<file path="config.mk">
export PLATFORM = sky130hd
export DESIGN_NAME = pc_fetch_unit
export DESIGN_NICKNAME = d
export VERILOG_FILES = /design/src/rtl/pc_fetch_unit.sv
export SDC_FILE = /design/constraint.sdc
export NUM_CORES = 1
export LEC_CHECK = 0
export ABC_AREA = 1
export BUFFER_PORTS_ARGS = -buffer_cell sky130_fd_sc_hd__buf_2
export CAP_MARGIN = 10
export CORE_AREA = 2 2 68 70
export DETAILED_ROUTE_END_ITERATION = 16
export DIE_AREA = 0 0 70 72
export GPL_ROUTABILITY_DRIVEN = 0
export PLACE_DENSITY = 0.69
export SLEW_MARGIN = 20
export SYNTH_ARGS = -nofsm -noshare
export SYNTH_HDL_FRONTEND = slang
export SYNTH_SLANG_ARGS = --single-unit
</file>
<file path="constraint.sdc">
create_clock -name clk -period 1.4 [get_ports clk]
set_clock_uncertainty 0.05 [all_clocks]
set_input_delay 0.28 -clock clk [delete_from_list [all_inputs] [get_ports clk]]
set_output_delay 0.28 -clock clk [all_outputs]
set_load 0.1 [all_outputs]
</file>
<file path="src/rtl/pc_fetch_unit.sv">
// Program counter and instruction-fetch stage: req/ack fetch from instruction
// memory, valid/ready hand-off to decode. Define PC_TRACE_EN for an accept trace.
module pc_fetch_unit #(
    parameter int                ADDR_W   = 8,
    parameter int                INSTR_W  = 16,
    parameter logic [ADDR_W-1:0] RESET_PC = '0
) (
    input  logic               clk,
    input  logic               reset,
    input  logic               run,
    input  logic [ADDR_W-1:0]  next_pc,
    output logic [ADDR_W-1:0]  pc,
    output logic [ADDR_W-1:0]  pc_plus1,
    output logic               imem_req,
    output logic [ADDR_W-1:0]  imem_addr,
    input  logic               imem_ack,
    input  logic [INSTR_W-1:0] imem_data,
    output logic               instr_valid,
    input  logic               instr_ready,
    output logic [INSTR_W-1:0] instr,
    output logic [ADDR_W-1:0]  instr_pc,
    output logic               busy
);

    typedef enum logic [1:0] {
        IDLE = 2'd0,
        REQ  = 2'd1,
        HOLD = 2'd2
    } state_t;

    state_t state, state_nxt;

    logic fetch_done;
    logic accept;

    assign fetch_done = (state == REQ)  && imem_ack;
    assign accept     = (state == HOLD) && instr_ready;

    // NOTE: sequential state uses non-blocking assignments so every flop samples
    // pre-edge values regardless of block ordering.
    always_ff @(posedge clk or posedge reset) begin
        if (reset) state <= IDLE;
        else       state <= state_nxt;
    end

    // NOTE: state_nxt gets a default first so no path through the case infers a latch.
    always_comb begin
        state_nxt = state;
        case (state)
            IDLE:    if (run)        state_nxt = REQ;
            REQ:     if (imem_ack)   state_nxt = HOLD;
            HOLD:    if (instr_ready) state_nxt = run ? REQ : IDLE;
            default: state_nxt = IDLE;
        endcase
    end

    // Fetched word and its address are captured once per fetch and then held
    // for decode; the PC only moves on the decode accept.
    always_ff @(posedge clk or posedge reset) begin
        if (reset) begin
            pc       <= RESET_PC;
            instr    <= '0;
            instr_pc <= '0;
        end else begin
            if (fetch_done) begin
                instr    <= imem_data;
                instr_pc <= pc;
            end
            if (accept) pc <= next_pc;
        end
    end

    // Handshake outputs decode directly from the state register.
    assign imem_req    = (state == REQ);
    assign instr_valid = (state == HOLD);
    assign busy        = (state != IDLE);

    assign pc_plus1  = pc + ADDR_W'(1);
    assign imem_addr = pc;

`ifdef PC_TRACE_EN
    always @(posedge clk) begin
        if (!reset && accept)
            $display("pc_trace: pc %h -> %h instr %h", pc, next_pc, instr);
    end
`endif

endmodule
</file>
==> flow_summary_export.csv <==
group,metric,value,unit
drt,vias_per_cell,4.64,
hold_path,min_path_cells,3,
clock_tree,htree_levels,2,
worst_setup_path,worstSetupStartpointType,"flop",
sta,timing.fmax,534,MHz
logic_synthesis,synth_area_per_cell,8.93,µm²
sta,finalCritPeriodShare,134,%
drt,vias,1615,
worst_setup_path,crit_buf_inv,1,
worst_setup_path,crit_cells,6,
placement,place_worst_setup_slack,-0.189,ns
sta,fin_ws,-0.472,ns
logic_synthesis,synth.distinct_cells,17,
placement,port-buffer-count,79,
placement,place_inst,320,
worst_setup_path,path_max_fanout,5,
finish,syn_to_final_growth,107,%
worst_setup_path,endpoint_kind,"output pin",
worst_setup_path,required,1.07,ns
worst_setup_path,r2r_cells,6,
logic_synthesis,synthesis.area,0.00165,mm²
worst_setup_path,cpLargestDelayFamily,"simple AND/OR/NAND/NOR gates",
hold_path,worstHoldPathType,"primary input to flop",
floorplanning,chipHeight,72,µm
status,violations,"setup timing",
sta,setup_viol,27,
worst_setup_path,crit_arrival,1.54,ns
floorplanning,core_area,0.00426,mm²
grt,grt_usage,20.4,%
drt,dr.first_iter.drc_count,122,
drt,ant_nets,0,
finish,num_antenna_cells,0,
grt,grt_pass1_wl,8.08,mm
clock_tree,clock_latency,0.28,ns
sta,fin_hold_ws,0.173,ns
grt,antenna_found_initial,0,
finish,fillers,230,
grt,grt_pass1_vias,1669,
clock_tree,cts_max_path_buffers,2,
sta,worstMarginPinSlew,0.315,ns
worst_setup_path,crit_path_max_incr_delay,0.46,ns
worst_setup_path,crit_chain,"nand2_1 > nor2_4 > nand2_1 > nand2_2 > nand2_8 > buf_12",
floorplanning,die-area,0.00504,mm²
floorplanning,rows,24,
worst_setup_path,critical_path_class,"flop to output pin",
logic_synthesis,ys_seq_area_share,51.5,%
drt,drt_wl_total,5.20,mm
sta,rsz0062_at_grt,"yes",
sta,timing.final.crit_period,1.87,ns
finish,regArea,882,µm²
clock_tree,cts_buffers,5,
floorplanning,dieWidth,70,µm
drt,wire_per_inst,14.9,µm
logic_synthesis,synth_nets,215,
worst_setup_path,worstReg2RegStart,"state[1]",
finish,final_cells,348,
worst_setup_path,cp_slowest_cell,"dfrtp_4",
sta,slew_viol_final,0,
run,maxCapViolations,0,
clock_tree,cts_tree,"done",
logic_synthesis,postSynthCellCount,185,
sta,finalHoldViolCount,0,
hold_path,hold_end,"instr[2]",
status,outcome,"finished with violations",
logic_synthesis,ys_seq_elements,34,
worst_setup_path,r2r_setup_slack,0.03,ns
drt,first_pass_iters,4,
finish,drive_gt1_share,60.1,%
clock_tree,clk_pin_slew,0.07,ns
placement,dp_hpwl,3.43,mm
hold_path,hold_path_startpoint,"imem_data[2]",
sta,relSlewSlack,79.0,%
sta,setup-tns-final,-4.60,ns
finish,nets,325,
grt,grt_max_degree,32,
worst_setup_path,r2r_end,"imem_addr[1]",
grt,grt-ovfl-total,0,
worst_setup_path,cpMostUsedCell,"nand2_1",
clock_tree,cts-root-buf,"clkbuf_8",
drt,drc,0,
floorplanning,initial_core_util,38.8,%
clock_tree,cts_sinks,34,
floorplanning,ios,80,
logic_synthesis,synth_warnings,0,
finish,multiInputGateArea,801,µm²
-- state kept, by name (all words and copies together), names as in the netlist --
name / cells
instr: 16
imem_addr: 8
instr_pc: 8
state: 2
-- placed cells by master, fill, tap and decap left out, drive strengths merged --
| cell type | n |
|---|---|
| buf | 113 |
| nand2 | 65 |
| dfrtp | 34 |
| nand3 | 22 |
| o21ai | 17 |
| inv | 16 |
| clkbuf | 11 |
| nor2 | 7 |
| xor2 | 3 |
| clkinvlp | 2 |
| bufinv | 2 |
| a21oi | 1 |
| or2 | 1 |
| ha | 1 |
| dlygate4sd3 | 1 |
-- area by class of cell --
type	instances	area share [%]
well taps	52	1.90
clock buffers	6	2.42
multi-input cells	117	23.4
flip-flops and latches	34	25.8
clock inverters	2	1.76
inverters	18	2.27
repair buffers	119	42.4
-- synthesized netlist by cell type --
| master | instances | area, µm² |
|---|---|---|
| nand2_1 | 64 | 240 |
| nand3_1 | 21 | 105 |
| inv_2 | 1 | 3.75 |
| inv_1 | 17 | 63.8 |
| buf_4 | 11 | 82.6 |
| nor2_4 | 1 | 11.3 |
| ha_1 | 1 | 12.5 |
| or2_2 | 1 | 6.26 |
| xor2_1 | 3 | 26.3 |
| buf_6 | 5 | 56.3 |
| o21ai_0 | 3 | 15.0 |
| nand2_4 | 1 | 11.3 |
| dfrtp_1 | 34 | 851 |
| nand3_4 | 1 | 17.5 |
| a21oi_1 | 1 | 5.00 |
| nor2_1 | 6 | 22.5 |
| o21ai_2 | 14 | 123 |
-- tightest hold or removal path, cell delays in order --
cell and delay [ns]:
buf_2 0.07, nand3_1 0.06, nand2_1 0.06
-- stage by stage --
step	utilization (%)	area, µm²
after floorplan	-	1840
after global placement	69.6	2970
after detailed placement	69.6	2970
after CTS	77.7	3310
after global routing	80.1	3420
final	80.1	3420
-- timing repair --
action                                 in CTS  in global routing
hold buffers                                1                  0
endpoints found under the hold margin      10                  0
gates resized for setup                    28                 16
gates cloned                                0                  0
setup endpoints to repair                  28                 58
buffers inserted                           13                  9
pin swaps                                   5                  5
-- worst max-delay path by stage --
| stage | startpoint | to |
|---|---|---|
| after global routing | imem_addr[3] | pc_plus1[7] |
| after CTS | imem_addr[0] | pc_plus1[6] |
| after detailed placement | imem_addr[2] | pc_plus1[5] |
| final | imem_addr[3] | pc_plus1[7] |
| after global placement | imem_addr[1] | pc_plus1[4] |
| after floorplan | imem_addr[0] | pc_plus1[7] |
-- cell families after synthesis --
logic type,count (synthesis),share of synthesized area [%]
AO/OA/AOI/OAI,18,8.63
buffers and inverters,34,12.5
AND/OR/NAND/NOR,95,25.1
XOR/XNOR,3,1.59
adder cells (fa/ha/maj),1,0.757
flip-flops,34,51.5
-- layer usage --
layer  track usage, %  wire (µm)  up-vias
li1                 -          -      784
met1             24.3       2060      764
met2             37.5       2800       58
met3             4.31        260        9
met4             5.56         83        0
met5                0          0        -
Power is not shown: default switching activity piles up to over one toggle a cycle in this logic, so the estimate is an artifact.
